### src/rtl/icache_pkg.sv
// Shared types and constants for the direct-mapped instruction cache.
package icache_pkg;

  // Controller states: serve from cache, fetch a block, install the line.
  typedef enum logic [1:0] {
    IDLE     = 2'd0,
    MEM_READ = 2'd1,
    UPDATE   = 2'd2
  } state_t;

  localparam int TAG_BITS        = 3;
  localparam int OFFSET_BITS     = 2;
  localparam int WORDS_PER_BLOCK = 4;

  // Bit positions of the fields inside the CPU byte address.
  localparam int OFFSET_LSB = 2;
  localparam int INDEX_LSB  = 4;
  localparam int TAG_LSB    = 7;

  // Pick one 32-bit word out of a 128-bit block; offset 0 is the low word.
  function automatic logic [31:0] select_word(input logic [127:0] block,
                                              input logic [OFFSET_BITS-1:0] offset);
    logic [31:0] word;
    case (offset)
      2'd0:    word = block[31:0];
      2'd1:    word = block[63:32];
      2'd2:    word = block[95:64];
      2'd3:    word = block[127:96];
      default: word = block[31:0];
    endcase
    return word;
  endfunction

endpackage

### src/rtl/icache_line_store.sv
// Valid/tag/data storage for the cache lines with a combinational lookup port.
module icache_line_store
  import icache_pkg::*;
#(
  parameter int INDEX_BITS = 3,
  parameter int BLOCK_BITS = 128
) (
  input  logic                  clock,
  input  logic                  reset_n,
  input  logic [INDEX_BITS-1:0] rd_index,
  input  logic [TAG_BITS-1:0]   rd_tag,
  output logic                  rd_hit,
  output logic [BLOCK_BITS-1:0] rd_block,
  input  logic                  data_we,
  input  logic                  tag_we,
  input  logic [INDEX_BITS-1:0] wr_index,
  input  logic [TAG_BITS-1:0]   wr_tag,
  input  logic [BLOCK_BITS-1:0] wr_block
);

  localparam int LINES = 2 ** INDEX_BITS;

  logic [LINES-1:0]      valid_r;
  logic [TAG_BITS-1:0]   tag_r  [LINES];
  logic [BLOCK_BITS-1:0] data_r [LINES];

  // Valid bits: cleared asynchronously, set when a line is installed.
  always_ff @(posedge clock or negedge reset_n) begin
    if (!reset_n) begin
      valid_r <= {LINES{1'b0}};
    end else if (tag_we) begin
      valid_r[wr_index] <= 1'b1;
    end
  end

  // Tag array: written together with the valid bit.
  always_ff @(posedge clock) begin
    if (tag_we) begin
      tag_r[wr_index] <= wr_tag;
    end
  end

  // Data array: the refill block lands here one cycle before the tag.
  always_ff @(posedge clock) begin
    if (data_we) begin
      data_r[wr_index] <= wr_block;
    end
  end

  assign rd_hit   = valid_r[rd_index] & (tag_r[rd_index] == rd_tag);
  assign rd_block = data_r[rd_index];

endmodule

### src/rtl/icache_controller.sv
// Direct-mapped instruction cache: lookup, miss sequencing and hit/miss counters.
module icache_controller
  import icache_pkg::*;
#(
  parameter int ADDR_BITS  = 10,
  parameter int INDEX_BITS = 3,
  parameter int BLOCK_BITS = 128,
  parameter int CNT_BITS   = 16
) (
  input  logic                  clock,
  input  logic                  reset_n,
  input  logic                  cpu_read,
  input  logic [ADDR_BITS-1:0]  cpu_address,
  output logic [31:0]           cpu_instruction,
  output logic                  cpu_busywait,
  output logic                  mem_read,
  output logic [ADDR_BITS-5:0]  mem_address,
  input  logic [BLOCK_BITS-1:0] mem_readdata,
  input  logic                  mem_busywait,
  output logic [CNT_BITS-1:0]   hit_count,
  output logic [CNT_BITS-1:0]   miss_count
);

  logic [TAG_BITS-1:0]    tag_s;
  logic [INDEX_BITS-1:0]  index_s;
  logic [OFFSET_BITS-1:0] offset_s;
  logic                   unused_s;

  logic                   line_hit_s;
  logic [BLOCK_BITS-1:0]  line_block_s;

  state_t                 state_r;
  state_t                 next_s;
  logic                   entry_r;
  logic                   mem_read_r;
  logic [ADDR_BITS-5:0]   mem_address_r;
  logic [CNT_BITS-1:0]    hit_count_r;
  logic [CNT_BITS-1:0]    miss_count_r;

  logic                   hit_done_s;
  logic                   miss_start_s;
  logic                   refill_done_s;
  logic                   install_s;
  logic                   busy_s;
  logic [31:0]            instr_s;

  assign tag_s    = cpu_address[TAG_LSB +: TAG_BITS];
  assign index_s  = cpu_address[INDEX_LSB +: INDEX_BITS];
  assign offset_s = cpu_address[OFFSET_LSB +: OFFSET_BITS];
  assign unused_s = ^cpu_address[1:0];

  icache_line_store #(
    .INDEX_BITS (INDEX_BITS),
    .BLOCK_BITS (BLOCK_BITS)
  ) u_line_store (
    .clock    (clock),
    .reset_n  (reset_n),
    .rd_index (index_s),
    .rd_tag   (tag_s),
    .rd_hit   (line_hit_s),
    .rd_block (line_block_s),
    .data_we  (refill_done_s),
    .tag_we   (install_s),
    .wr_index (mem_address_r[INDEX_BITS-1:0]),
    .wr_tag   (mem_address_r[INDEX_BITS +: TAG_BITS]),
    .wr_block (mem_readdata)
  );

  // Next-state decode plus the one-cycle strobes that drive storage and counters.
  always_comb begin
    next_s        = state_r;
    hit_done_s    = 1'b0;
    miss_start_s  = 1'b0;
    refill_done_s = 1'b0;
    install_s     = 1'b0;
    case (state_r)
      IDLE: begin
        if (cpu_read) begin
          if (line_hit_s) begin
            hit_done_s = 1'b1;
            next_s     = IDLE;
          end else begin
            miss_start_s = 1'b1;
            next_s       = MEM_READ;
          end
        end else begin
          next_s = IDLE;
        end
      end
      MEM_READ: begin
        // The first MEM_READ cycle precedes any memory reaction, so busywait is not trusted yet.
        if (!entry_r && !mem_busywait) begin
          refill_done_s = 1'b1;
          next_s        = UPDATE;
        end else begin
          next_s = MEM_READ;
        end
      end
      UPDATE: begin
        install_s = 1'b1;
        next_s    = IDLE;
      end
      default: begin
        next_s = IDLE;
      end
    endcase
  end

  // CPU-facing outputs: stall on a miss or while refilling, forced quiet during reset.
  always_comb begin
    busy_s  = 1'b0;
    instr_s = 32'h0000_0000;
    if (!reset_n) begin
      busy_s  = 1'b0;
      instr_s = 32'h0000_0000;
    end else if (state_r != IDLE) begin
      busy_s  = 1'b1;
      instr_s = 32'h0000_0000;
    end else if (hit_done_s) begin
      busy_s  = 1'b0;
      instr_s = select_word(line_block_s, offset_s);
    end else begin
      busy_s  = miss_start_s;
      instr_s = 32'h0000_0000;
    end
  end

  // State, memory request and block address registers.
  always_ff @(posedge clock or negedge reset_n) begin
    if (!reset_n) begin
      state_r       <= IDLE;
      entry_r       <= 1'b0;
      mem_read_r    <= 1'b0;
      mem_address_r <= {(ADDR_BITS-4){1'b0}};
    end else begin
      state_r    <= next_s;
      entry_r    <= miss_start_s;
      mem_read_r <= (next_s == MEM_READ);
      if (miss_start_s) begin
        mem_address_r <= {tag_s, index_s};
      end
    end
  end

  // Saturating performance counters.
  always_ff @(posedge clock or negedge reset_n) begin
    if (!reset_n) begin
      hit_count_r  <= {CNT_BITS{1'b0}};
      miss_count_r <= {CNT_BITS{1'b0}};
    end else begin
      if (hit_done_s && (hit_count_r != {CNT_BITS{1'b1}})) begin
        hit_count_r <= hit_count_r + {{(CNT_BITS-1){1'b0}}, 1'b1};
      end
      if (miss_start_s && (miss_count_r != {CNT_BITS{1'b1}})) begin
        miss_count_r <= miss_count_r + {{(CNT_BITS-1){1'b0}}, 1'b1};
      end
    end
  end

  assign cpu_busywait    = busy_s;
  assign cpu_instruction = instr_s;
  assign mem_read        = mem_read_r;
  assign mem_address     = mem_address_r;
  assign hit_count       = hit_count_r;
  assign miss_count      = miss_count_r;

endmodule

### config.mk
export PLATFORM = sky130hd
export DESIGN_NAME = icache_controller
export DESIGN_NICKNAME = d
export VERILOG_FILES = /design/src/rtl/icache_pkg.sv /design/src/rtl/icache_line_store.sv /design/src/rtl/icache_controller.sv
export SDC_FILE = /design/constraint.sdc
export NUM_CORES = 1
export LEC_CHECK = 0
export CORE_ASPECT_RATIO = 0.5
export CORE_MARGIN = 1
export CORE_UTILIZATION = 45
export CTS_CLUSTER_SIZE = 8
export DETAILED_ROUTE_END_ITERATION = 7
export DONT_BUFFER_PORTS = 1
export GPL_ROUTABILITY_DRIVEN = 1
export PLACE_DENSITY = 0.56
export SYNTH_ARGS = -nofsm -noshare
export SYNTH_HDL_FRONTEND = slang
export SYNTH_SLANG_ARGS = --single-unit
### constraint.sdc
create_clock -name clock -period 12.8 [get_ports clock]
set_input_delay 0 -clock clock [delete_from_list [all_inputs] [get_ports clock]]
set_output_delay 0 -clock clock [all_outputs]
set_load 0.02 [all_outputs]
==> impl_results.md <==
- Status: completed
- Routing usage on met1: 28.1%
- Vias: 19.5k
- Total gr overflow: 0
- PostCTS Resize Cnt: 0
- Startpoint Class: flop
- Latest clock arrival within the worst-skew pair: 0.74 ns
- Commonest cells post-synth: edfxtp_1, mux4_2, mux2i_1, a22oi_1, clkbuf_1
- Num CTS Buffers: 155
- Pin count of the biggest net entering global routing: 272
- Yosys top cell area share: 74.5%
- Worst flop-to-flop path endpoint: u_line_store.data_r[2][84]$_DFFE_PP_
- Initial core utilization: 45.4%
- HP Class: in2reg
- Area Overhead vs Synth: 16.9%
- Maximum root-to-sink buffer count: 3
- FF-to-FF setup slack: 9.19 ns
- Syn_nets: 2005
- Nets: 2233
- Worst reg2reg path depth: 5
- Detailed Place HPWL: 43600 µm
- Cells along the critical path: mux2i_1, mux4_2, xor2_1, nand4_2, nor2_4, buf_4, and3_1
- First-pass DRT Iterations: 5
- Max transition margin: 24.1%
- IO buf count: 0
- Die W: 435 µm
- Placed inst area: 43700 µm²
- Die Span Y: 219 µm
- Core box area: 93000 µm²
- Number of global-route vias before repair: 20.6k
- Design area: 49400 µm²
- PD cells: 173 nW/µm²
- GR peak layer: met2
- MaxCap Viol Count: 0
- Worst Tran Pin Value: 1.13 ns
- Number of synthesized flops with an enable pin: 1048
- Initial antenna violation count: 6
- Slew Limit Fails: 0
- CTS Sinks: 1098
- Tcrit/Tclk final: 28.7%
- Yosys warns: 0
- FF-to-FF Start: state_r[1]$_DFF_PN0_
- Asr flop ratio synth: 4.55%
- CP max stage delay: 0.49 ns
- CTS tree: done
- Critical path launch point: u_line_store.tag_r[0][2]$_DFFE_PP_
- Total leakage power: 16.2 nW
- Met2 Resource Use GR: 30.8%
- Max Clk Rate: 273 MHz
- First-pass GRT wire length: 137000 µm
- Wire per inst: 27.7 µm
- Most numerous cell in the Yosys netlist: edfxtp_1
- Final WS setup: 9.13 ns
- Clk_skew: 0.0142 ns
- Final Setup Violations: 0
- Pre-CTS WS: 9.30 ns
- CTS root buf: clkbuf_16
- Drt drc: 0
- Core Util, Final: 53.1%
- Routed WL: 93400 µm
- Drt via density: 5.76
- Largest fanout on the critical path: 32
- Post-synthesis register bit count: 1098
- Worst setup EP type: output port
- RePlAce Congestion: 0.770
- Final ANT Viol Nets: 0
- # placed instances: 3039
- Tmin final: 3.67 ns
- Sequential share of the synthesized area: 77.4%
- CTS HTree Levels: 4
- Post-Syn Instances: 1861
- 1st-iter DRT viols: 1434
- Synthesized area: 42300 µm²
- Worst path required time: 12.80 ns
- Unique cell type count in the Yosys netlist: 40
- Setup TNS: 0 ns
- Top cells by area, synth: edfxtp_1, mux4_2, mux2i_1
- Total GRT Usage: 19.9%
- Slowest-stage cell, CP: mux4_2
- Crit path DAT: 3.67 ns
- Crit Path Category: reg2out
- CP endpoint: cpu_instruction[24]
- Maximum VDD drop: 0.000129 V
- Die footprint: 95200 µm²
- Avg Cell Area, Syn: 22.7 µm²
- Non-Filler Instances: 3376
- CTS clk-pin slew, worst paths: 0.05 ns
- Leading area contributor after synthesis: edfxtp_1
- RSZ-0062 raised after global routing: false
- Final Hold Viols: 0
- Post-CTS setup buffers: 0
- Number of I/O pins: 214
- Rows: 79
- Layout cells sized above 1: 23.0%
- GRT met3 Usage: 4.81%
- Main flop type after synthesis: edfxtp_1
cells in the final DEF (no fill, tap or decap), types with 3 or more instances in the layout:
cell and count:
nor2_4 8, inv_16 4, nand3_1 10, mux2_1 7, buf_4 14, or2_2 9
clkbuf_16 158, a22oi_1 64, dlygate4sd3_1 146, nor4_2 6, nand2_1 15, edfxtp_1 1048
nor3_1 9, mux2i_1 141, and3_1 39, nand2b_1 3, dfrtp_1 50, and4_1 3
nor2_1 16, mux4_2 261, clkinv_8 3, inv_1 5, nand4_1 13, buf_12 5
xor2_1 16, a21oi_1 3, xnor2_1 16, inv_6 5, clkbuf_1 16
power breakdown:
group | leakage [nW] | switching [W] | internal, W | total (W)
clock | 2.05 | 0.00143 | 0.00219 | 0.00362
combinational | 4.02 | 0.000332 | 0.000253 | 0.000585
sequential | 10.1 | 0.000116 | 0.00420 | 0.00432
total | 16.2 | 0.00188 | 0.00665 | 0.00853
routing by layer:
layer	up-vias	routed length, µm
met5	-	57
met4	10	1800
met3	149	5630
met2	544	43800
met1	10500	42200
li1	8294	-
worst max-delay path, delay by kind of cell (launching register included):
family                 cells  cell delay, ns
XOR/XNOR                   1            0.30
buffers and inverters      1            0.47
flip-flops                 1            0.33
multiplexers               2            0.59
AND/OR/NAND/NOR            3            1.15
sequential cells by signal, summed over array words and instances (netlist names):
signal                flops
hit_count                16
u_line_store.valid_r      8
mem_read                  1
u_line_store.data_r    1024
u_line_store.tag_r       24
miss_count               16
state_r                   2
mem_address               6
entry_r                   1
layout make-up:
class	count	area, µm²
timing repair buffer	167	1720
inverter	5	18.8
sequential	1098	32700
antenna	2	5.00
clock buffer	174	4010
fill	7090	43600
multi-input combinational	662	9180
tap	1255	1570
clock inverter	13	181
metrics by stage:
stage / hold slack [ns] / power [W]
2_1_floorplan: -0.296 / 0.00478
3_5_place_dp: -0.294 / 0.00488
4_1_cts: 0.0169 / 0.00863
6_report: 0.0683 / 0.00853
3_3_place_gp: -0.294 / 0.00487
5_1_grt: 0.0596 / 0.00883
repair_timing:
action / 4_1_cts / 5_1_grt
hold endpoints to repair: 1115 / 0
hold buffers: 148 / 0
endpoints found under the setup margin: 0 / 0
how the worst min path moves through the flow:
stage / start / end / slack (ns) / cells past startpoint
floorplan: reset_n / entry_r$_DFF_PN0_ / -0.30 / 0
global placement: reset_n / mem_address[5]$_DFFE_PN0P_ / -0.29 / 0
detailed placement: reset_n / mem_address[5]$_DFFE_PN0P_ / -0.29 / 0
CTS: mem_readdata[12] / u_line_store.data_r[0][12]$_DFFE_PP_ / 0.02 / 1
global route: mem_readdata[95] / u_line_store.data_r[0][95]$_DFFE_PP_ / 0.06 / 1
finish: mem_readdata[60] / u_line_store.data_r[5][60]$_DFFE_PP_ / 0.07 / 1
cells by family (layout without fill, tap and decap cells):
| group | after synthesis | count (layout) | synth area share (%) |
|---|---|---|---|
| compound gates | 69 | 69 | 1.20 |
| xor+xnor | 33 | 33 | 0.702 |
| fa+ha+maj | 2 | 2 | 0.0592 |
| buf+inv | 101 | 359 | 1.07 |
| flops | 1098 | 1098 | 77.4 |
| mux | 410 | 410 | 17.5 |
| other cells | 0 | 2 | 0 |
| simple gates | 148 | 148 | 2.08 |
(Power assumes the default switching activity.)
